==> src/rtl/mul_iter.sv <==
// mul_iter: iterative multi-cycle multiplier serving MULT/MULTU (and MADD/MSUB partial
// products) for the EX stage. EX holds start_i high and stalls until ready_o rises, then
// consumes result_o and drops start_i; the unit returns to FREE on the following edge.
//
// Signed operands are converted to magnitudes up front, multiplied as unsigned with STEP
// multiplier bits retired per cycle, and the product sign is applied when the last step
// lands. A zero operand skips the iteration entirely.
//
// Ports
//   clk           in   1         clock, rising edge
//   rst           in   1         synchronous reset, active-high
//   signed_mul_i  in   1         1: two's-complement operands, 0: unsigned
//   opdata1_i     in   DATA_W    multiplicand
//   opdata2_i     in   DATA_W    multiplier
//   start_i       in   1         request, held high until the result is consumed
//   annul_i       in   1         abort the current operation
//   result_o      out  2*DATA_W  product {hi,lo}, valid while ready_o=1
//   ready_o       out  1         product valid
module mul_iter #(
  parameter int unsigned DATA_W = 32,
  parameter int unsigned STEP   = 1
) (
  input  logic                  clk,
  input  logic                  rst,
  input  logic                  signed_mul_i,
  input  logic [DATA_W-1:0]     opdata1_i,
  input  logic [DATA_W-1:0]     opdata2_i,
  input  logic                  start_i,
  input  logic                  annul_i,
  output logic [2*DATA_W-1:0]   result_o,
  output logic                  ready_o
);

  localparam int unsigned ProdW = 2 * DATA_W;
  localparam int unsigned CntW  = $clog2(DATA_W) + 1;

  typedef enum logic [1:0] {
    StFree = 2'd0,
    StBusy = 2'd1,
    StEnd  = 2'd2
  } state_e;

  state_e             r_state;
  state_e             w_state_next;

  logic [DATA_W-1:0]  r_mcand;
  logic [DATA_W-1:0]  r_mplier;
  logic [ProdW-1:0]   r_acc;
  logic [CntW-1:0]    r_cnt;
  logic               r_sign;
  logic [ProdW-1:0]   r_result;

  logic               w_go;
  logic               w_zero;
  logic [DATA_W-1:0]  w_abs1;
  logic [DATA_W-1:0]  w_abs2;
  logic [ProdW-1:0]   w_pp;
  logic [ProdW-1:0]   w_acc_next;
  logic [CntW-1:0]    w_cnt_next;
  logic               w_last;

  // Annul beats start when both are asserted in FREE.
  assign w_go   = start_i & ~annul_i;
  assign w_zero = (opdata1_i == '0) | (opdata2_i == '0);

  // The most negative value negates to itself, which is its correct unsigned magnitude.
  assign w_abs1 = (signed_mul_i && opdata1_i[DATA_W-1]) ? -opdata1_i : opdata1_i;
  assign w_abs2 = (signed_mul_i && opdata2_i[DATA_W-1]) ? -opdata2_i : opdata2_i;

  // Partial product of the multiplicand and the low STEP multiplier bits, placed at cnt.
  assign w_pp       = ProdW'(r_mcand) * ProdW'(r_mplier[STEP-1:0]);
  assign w_acc_next = r_acc + (w_pp << r_cnt);
  assign w_cnt_next = r_cnt + CntW'(STEP);
  assign w_last     = (w_cnt_next == CntW'(DATA_W));

  // State register
  always_ff @(posedge clk) begin
    if (rst) begin
      r_state <= StFree;
    end else begin
      r_state <= w_state_next;
    end
  end

  // Next-state logic
  always_comb begin
    w_state_next = r_state;
    unique case (r_state)
      StFree: begin
        if (w_go) begin
          w_state_next = w_zero ? StEnd : StBusy;
        end
      end
      StBusy: begin
        if (annul_i) begin
          w_state_next = StFree;
        end else if (w_last) begin
          w_state_next = StEnd;
        end
      end
      StEnd: begin
        // No auto-restart: EX must drop start_i before issuing the next operation.
        if (annul_i || !start_i) begin
          w_state_next = StFree;
        end
      end
      default: w_state_next = StFree;
    endcase
  end

  // Outputs: the product is only visible while END holds it.
  always_comb begin
    ready_o  = 1'b0;
    result_o = '0;
    if (r_state == StEnd) begin
      ready_o  = 1'b1;
      result_o = r_result;
    end
  end

  // Datapath
  always_ff @(posedge clk) begin
    if (rst) begin
      r_mcand  <= '0;
      r_mplier <= '0;
      r_acc    <= '0;
      r_cnt    <= '0;
      r_sign   <= 1'b0;
      r_result <= '0;
    end else begin
      unique case (r_state)
        StFree: begin
          if (w_go) begin
            if (w_zero) begin
              r_result <= '0;
            end else begin
              r_mcand  <= w_abs1;
              r_mplier <= w_abs2;
              r_sign   <= signed_mul_i & (opdata1_i[DATA_W-1] ^ opdata2_i[DATA_W-1]);
              r_acc    <= '0;
              r_cnt    <= '0;
            end
          end
        end
        StBusy: begin
          if (!annul_i) begin
            r_acc    <= w_acc_next;
            r_mplier <= r_mplier >> STEP;
            r_cnt    <= w_cnt_next;
            if (w_last) begin
              r_result <= r_sign ? -w_acc_next : w_acc_next;
            end
          end
        end
        default: begin
        end
      endcase
    end
  end

endmodule

==> config.mk <==
export PLATFORM = sky130hd
export DESIGN_NAME = mul_iter
export DESIGN_NICKNAME = d
export VERILOG_FILES = /design/src/rtl/mul_iter.sv
export SDC_FILE = /design/constraint.sdc
export NUM_CORES = 1
export LEC_CHECK = 0
export ABC_CLOCK_PERIOD_IN_PS = 7410
export CAP_MARGIN = 20
export CORE_UTILIZATION = 55
export DETAILED_ROUTE_END_ITERATION = 6
export PLACE_DENSITY_LB_ADDON = 0.2
export SYNTH_ARGS = -nofsm -noshare
export SYNTH_HDL_FRONTEND = slang
export SYNTH_SLANG_ARGS = --single-unit
export TNS_END_PERCENT = 30
==> constraint.sdc <==
create_clock -name clk -period 7.41 [get_ports clk]
set_clock_uncertainty 0.2 [all_clocks]
set_input_delay 1.1115 -clock clk [delete_from_list [all_inputs] [get_ports clk]]
set_output_delay 1.1115 -clock clk [all_outputs]
set_load 0.05 [all_outputs]
==> flow_summary.toml, run 1 <==
[clocking]
cts-root-buf = "clkbuf_16"
clkSlewWorstSetupHoldPaths_ns = 0.06
hold_buffers = 0
post_cts_buffers = 0
insertion_delay_ns = 0.55
cts_resized = 0
clock-sinks = 201
cts_tree = "built"
numCtsBuffers = 24
clock_path_buffers = 3
cts_htree_levels = 1

[critical_path]
critPathBufInv = 1
r2r_setup_slack_ns = 0.38
path_depth = 18
critical_path_class = "reg2reg"
crit_top_cell = "a21oi_1"
max_stage_delay_ns = 0.66
startpoint_type = "flip-flop"
critPathCaptureType = "flip-flop"
r2r_end = "r_result[61]"
crit_chain = "buf_4 -> or3b_2 -> o21ai_0 -> mux2i_1 -> nor2_1 -> ha_1 -> a21oi_1 -> o21ai_0 -> a21oi_1 -> a21oi_1 -> o21a_1 -> o41ai_1 -> a311oi_1 -> nor4_1 -> or3b_2 -> o41ai_2 -> xnor2_1 -> a22o_1"
critPathTopFamily = "compound AO/OA/AOI/OAI gates"
crit_slowest_cell = "dfxtp_1"
cp_data_arrival_time_ns = 7.27
r2r_start = "r_mplier[0]"
cp_max_fo = 15
ff2ff_path_depth = 18
critPathRequiredTime_ns = 7.65

[worst_hold_path]
whs_path_depth = 2
hold_class = "reg2reg"
holdPathEnd = "r_result[37]"
hp-start = "r_result[37]"

[sta]
max-slew-margin-rel_pct = 24.64
hold_ws_ns = 0.2592
rsz0062_at_grt = "false"
fin_setup_tns_ns = 0
max_freq_mhz = 142.3
post-route-period-util_pct = 94.81
worst_slack_ns = 0.3844
maxSlewViolCount = 0
tightestPinTransition_ns = 1.127
hold_viol = 0
final.min_clock_period_ns = 7.026
final-setup-viol-count = 0

[layout]
diodes = 0
final_cell_mix = "369 x nor2_1, 198 x dfxtp_1, 187 x nand2_1, 176 x a21oi_1, 132 x clkdlybuf4s50_1"
drive_gt1_share_pct = 6.892
final_common_cell = "nor2_1"
fin_util_pct = 63.19
final_area_sq_um = 19890
area_growth_syn_to_layout_pct = 13.25
finalNetCount = 2571

[logic_synthesis]
synth-compound-area-share_pct = 28.86
yosysTopAreaCell = "dfxtp_1"
synth_edf_count = 0
synth_top_family_by_area = "compound AO/OA/AOI/OAI gates"
yosys-mux-area-fraction_pct = 4.845
synth_cell_types = 95
async_flop_share_pct = 0
synth_nets = 2543
synth_area_sq_um = 17560
synthAdderAreaFrac_pct = 4.888
synth_flop_cell = "dfxtp_1"
ys_seq_area_share_pct = 22.91
synth_area_leaders = "dfxtp_1 23%, nor2_1 7.9%, xnor2_1 5.6%"
synth_top_area_share_pct = 22.91
ys_seq_elements = 201
synth_xor_area_share_pct = 7.830
ys_warn_count = 0
synth_simple_gate_area_share_pct = 25.96
syn_inst = 2406
syn_area_per_cell_sq_um = 7.299

[drt]
top_layer = "met4"
wl_met3_um = 5187
ant_nets = 0
drt-met1-wl_um = 25370
vias = 18400
drtPass1Iterations = 6
route.detailed.drc = 0
routed_wirelength_um = 57690
wl_met2_um = 24990
drt_iter0_drc = 1628
wl_per_cell_um = 20.21
routed_via_density = 6.445

[floorplanning]
core_sq_um = 31470
boundaryPins = 134
dieArea_sq_um = 32650
rows = 65
start_util_pct = 55.79
die_w_um = 180.7
chipHeight_um = 180.7

[global_route]
antenna_found_initial = 0
grt_pass1_wl_um = 90310
overflow = 0
grt_pass1_vias = 16490
grtUsageTotal_pct = 34.26
grt_max_degree = 89

[power_and_ir_drop]
powerDensity_nw_per_um2 = 132.9
ir_drop_mv = 0.1394
p_leak_uw = 0.007459
sequentialPowerShare_pct = 42.7
intPower_uw = 1912
clkPwrFrac_pct = 44.4
p_sw_uw = 731.1
swShare_pct = 27.66
p_comb_share_pct = 12.9

[place]
placed_cell_area_sq_um = 19100
pre_cts_slack_ns = 0.3560
hpwl_um = 44470
place_congestion = 1.088
portBuffers = 133

[run_status]
outcome = "finished clean"

[flow_run]
maxCapViolCount = 0
-- power groups by stage --
stage	Clock (uW)	Sequential, uW	Combinational [uW]
floorplan	0	1140	235
finish	1170	1130	342
detailed placement	0	1150	337
global route	1220	1130	375
CTS	1180	1130	338
global placement	0	1150	326
-- through the flow --
step	total power, uW	cells
finish	2643	2854
global route	2731	2854
detailed placement	1489	2809
floorplan	1377	2406
global placement	1477	2809
CTS	2651	2853
-- cell usage after synthesis (8+ instances only) --
master,count
a211oi_1,71
a21o_1,21
a21oi_1,177
a22o_1,36
a22oi_1,94
a311oi_1,8
a31oi_1,25
and2_1,92
buf_1,19
buf_2,16
clkbuf_1,143
dfxtp_1,201
ha_1,67
inv_1,35
mux2_2,14
mux2i_1,49
mux4_2,9
nand2_1,188
nand2b_1,23
nand3_1,66
nand4_1,38
nor2_1,371
nor2b_1,9
nor3_1,53
nor4_1,22
o2111ai_1,8
o211ai_1,14
o21a_1,20
o21ai_0,130
o21ai_1,11
o22ai_1,21
o31ai_1,20
o41ai_1,8
or2_2,8
or3_1,23
or4_1,9
xnor2_1,113
xor2_1,44
-- per-layer routing --
metal,GRT usage (%),vias to the layer above
met1,46.76,8616
li1,-,8867
met3,6.245,123
met2,53.62,789
met4,12.62,0
met5,0,-
-- worst min-delay path, stage by stage (launching register included) --
cell     delay [ns]
dfxtp_1        0.30
nand2_1        0.05
a31oi_1        0.06
-- cells by family (layout without fill, tap and decap cells) --
kind of cell,Yosys count,after routing
adders and majority gates,68,68
buffers and inverters,215,261
muxes,72,72
AOI/OAI and AO/OA,744,744
xor gates and xnor gates,157,157
DFF,201,201
and+or+nand+nor,949,949
-- area by class of cell --
cell class              count  area [sq um]
well taps                 402         503.0
repair buffers            180          1707
clock inverters             8         86.33
clock buffers              36         675.6
multi-input cells        1990         12750
fillers                  2850         11590
inverters                  37         138.9
flip-flops and latches    201          4030
-- worst max-delay path by stage --
stage	startpoint	end
6_report	r_mplier[0]	r_result[61]
5_1_grt	r_cnt[0]	r_result[61]
4_1_cts	r_cnt[0]	r_result[61]
3_5_place_dp	r_cnt[0]	r_result[61]
3_3_place_gp	r_cnt[0]	r_result[41]
2_1_floorplan	r_cnt[1]	r_result[63]
-- sequential cells by signal (all words and copies together), names as in the netlist --
register	flops
r_sign	1
r_mplier	32
r_cnt	6
r_mcand	32
r_acc	64
r_state	2
r_result	64
No activity file was read; power rests on OpenSTA's default activity.
==> run 2: changes to the inputs <==
--- a/config.mk
+++ b/config.mk
@@ -5,11 +5,13 @@
 export SDC_FILE = /design/constraint.sdc
 export NUM_CORES = 1
 export LEC_CHECK = 0
+export ABC_AREA = 1
 export ABC_CLOCK_PERIOD_IN_PS = 7410
 export CAP_MARGIN = 20
-export CORE_UTILIZATION = 55
+export CORE_UTILIZATION = 56
 export DETAILED_ROUTE_END_ITERATION = 6
 export PLACE_DENSITY_LB_ADDON = 0.2
+export SKIP_LAST_GASP = 1
 export SYNTH_ARGS = -nofsm -noshare
 export SYNTH_HDL_FRONTEND = slang
 export SYNTH_SLANG_ARGS = --single-unit
==> run 2 against run 1 <==
Effect of this change: the run now ends with DRC left; hold slack worse by 0.0060 ns; register-to-register slack better by 1.0 ns; routed wire length is 25% higher; critical endpoint is now r_result[44]; die area is 12% higher; power is 26% higher; largest power group unchanged; global-route usage is 4.8 points higher; flip-flop and latch count stayed put; final cell count is 50% higher; setup slack better by 1.0 ns; fmax is 17% higher.
==> flow_summary.toml, run 2 <==
[clocking]
cts_tree = "built"
clock-sinks = 201
cts_resized = 0
post_cts_buffers = 0
numCtsBuffers = 25
clkSlewWorstSetupHoldPaths_ns = 0.06
clock_path_buffers = 3
insertion_delay_ns = 0.57
cts-root-buf = "clkbuf_16"
cts_htree_levels = 1
hold_buffers = 0

[sta]
max-slew-margin-rel_pct = 27.90
hold_viol = 0
fin_setup_tns_ns = 0
rsz0062_at_grt = "false"
final-setup-viol-count = 0
tightestPinTransition_ns = 1.082
max_freq_mhz = 165.9
final.min_clock_period_ns = 6.029
post-route-period-util_pct = 81.36
maxSlewViolCount = 0

[layout]
final_cell_mix = "1,287 x nand2_1, 569 x inv_1, 401 x nor2_1, 273 x a21oi_1, 247 x o21ai_0"
area_growth_syn_to_layout_pct = 11.99
largestRegisters = "r_acc: 64 flops, r_result: 64 flops"
finalNetCount = 3939
final_common_cell = "nand2_1"
drive_gt1_share_pct = 4.794
fin_util_pct = 64.46

[critical_path]
critPathBufInv = 2
max_stage_delay_ns = 0.51
critical_path_class = "reg2reg"
critPathRequiredTime_ns = 7.70
r2r_setup_slack_ns = 1.38
crit_slowest_cell = "inv_2"
crit_top_cell = "nand2_1"
ff2ff_path_depth = 29
cp_max_fo = 51
r2r_end = "r_result[44]"
cp_data_arrival_time_ns = 6.32
startpoint_type = "flip-flop"
r2r_start = "r_cnt[0]"
critPathTopFamily = "simple AND/OR/NAND/NOR gates"
critPathCaptureType = "flip-flop"

[logic_synthesis]
synth_flop_cell = "dfxtp_1"
synth_cell_types = 52
yosys-mux-area-fraction_pct = 0.09970
ys_seq_area_share_pct = 20.04
synth_edf_count = 0
syn_area_per_cell_sq_um = 5.342
synth_xor_area_share_pct = 1.919
synth_area_sq_um = 20080
syn_inst = 3759
synth_simple_gate_area_share_pct = 43.13
synth_nets = 3896
synth_area_leaders = "nand2_1 24%, dfxtp_1 20%, inv_1 11%"
synthAdderAreaFrac_pct = 4.275
synth_top_family_by_area = "simple AND/OR/NAND/NOR gates"
synth_top_area_share_pct = 24.08
synth-compound-area-share_pct = 16.66
ys_seq_elements = 201
ys_warn_count = 0
synthTopCellsByCount = "1,288 x nand2_1, 569 x inv_1, 403 x nor2_1, 273 x a21oi_1, 247 x o21ai_0"
synth_most_common_cell = "nand2_1"
async_flop_share_pct = 0
yosysTopAreaCell = "nand2_1"

[global_route]
antenna_found_initial = 1
grtUsageTotal_pct = 39.08
grt_max_degree = 93
grt_pass1_vias = 20820
overflow = 0
grt_pass1_wl_um = 111800

[floorplanning]
boundaryPins = 134
die_w_um = 191.4
core_sq_um = 34880
rows = 68
chipHeight_um = 191.4
dieArea_sq_um = 36620
start_util_pct = 57.56

[drt]
ant_nets = 0
drt_iter0_drc = 2415
routed_via_density = 5.528
vias = 23620
wl_per_cell_um = 16.85
route.detailed.drc = 7
routed_wirelength_um = 71990
drtPass1Iterations = 7

[worst_hold_path]
whs_path_depth = 2
hold_class = "reg2reg"
hp-start = "r_result[2]"
holdPathEnd = "r_result[2]"

[power_and_ir_drop]
powerDensity_nw_per_um2 = 147.5
ir_drop_mv = 0.1791
p_leak_uw = 0.01069

[run_status]
violations = "DRC"
outcome = "finished, violations left"

[place]
hpwl_um = 56970
place_congestion = 1.065
portBuffers = 133

[flow_run]
maxCapViolCount = 0
[run 2: changes by cell type in the layout (fill, tap and decap cells not counted), sizes merged, moves of 97 or more]
cell | previous run | this run
inv | 37 | 594
nand3 | 66 | 227
xnor2 | 113 | 12
nand2 | 188 | 1317
a21oi | 178 | 275
o21ai | 144 | 259
[run 2: worst max path at each step]
stage                     slack, ns  depth (start not counted)        start            to
after CTS                      1.56                         29     r_cnt[0]  r_result[44]
after floorplan                3.17                         28  r_mplier[0]  r_result[54]
after detailed placement       1.58                         29     r_cnt[0]  r_result[44]
after global placement         1.50                         29     r_cnt[0]  r_result[44]
after global routing           0.84                         29     r_cnt[0]  r_result[44]
final                          1.38                         29     r_cnt[0]  r_result[44]
[run 2: worst min-delay path, cell delays in order, from the launching register on]
cell	delay [ns]
dfxtp_1	0.30
inv_1	0.06
a21oi_1	0.05
[run 2: cell type report]
| cell class | instances | area, sq um |
|---|---|---|
| Tap cell | 455 | 569.3 |
| Timing Repair Buffer | 157 | 1521 |
| Inverter | 595 | 2233 |
| Clock inverter | 8 | 112.6 |
| Clock buffer | 34 | 729.5 |
| Multi-Input combinational cell | 2822 | 13290 |
| Antenna cell | 1 | 2.502 |
| Fill cell | 3545 | 12400 |
| Sequential cell | 201 | 4025 |
[run 2: report_power, final]
part | internal (uW) | leakage [uW] | switching [uW]
logic | 272 | 0.00865 | 607
clock network | 757 | 0.000407 | 529
registers | 1130 | 0.00163 | 26.9
[run 2: kinds of logic after synthesis]
| family | after synthesis |
|---|---|
| buffers and inverters | 736 |
| DFF | 201 |
| AOI/OAI and AO/OA | 626 |
| and+or+nand+nor | 2082 |
| muxes | 2 |
| adders and majority gates | 68 |
| xor gates and xnor gates | 44 |
[run 2: routing by layer]
layer  global-route usage (%)  part of all wire [%]  vias to the layer above
met5                        0                     0                        -
met4                    22.04                   6.2                        0
met3                    4.131                   7.7                      194
met2                    65.38                    46                      992
met1                    48.76                    40                    10530
li1                         -                     -                    11900
[run 2: metrics by stage]
step | power, uW | area (sq um) | setup WS (ns) | hold slack, ns | std cells
after floorplan | 1783 | 20080 | 3.166 | 0.2240 | 3759
after global placement | 2027 | 21620 | 1.497 | 0.2377 | 4229
after detailed placement | 2031 | 21620 | 1.582 | 0.2389 | 4229
after CTS | 3307 | 22460 | 1.558 | 0.2502 | 4271
after global routing | 3468 | 22480 | 0.8352 | 0.2584 | 4272
final | 3317 | 22490 | 1.381 | 0.2532 | 4273
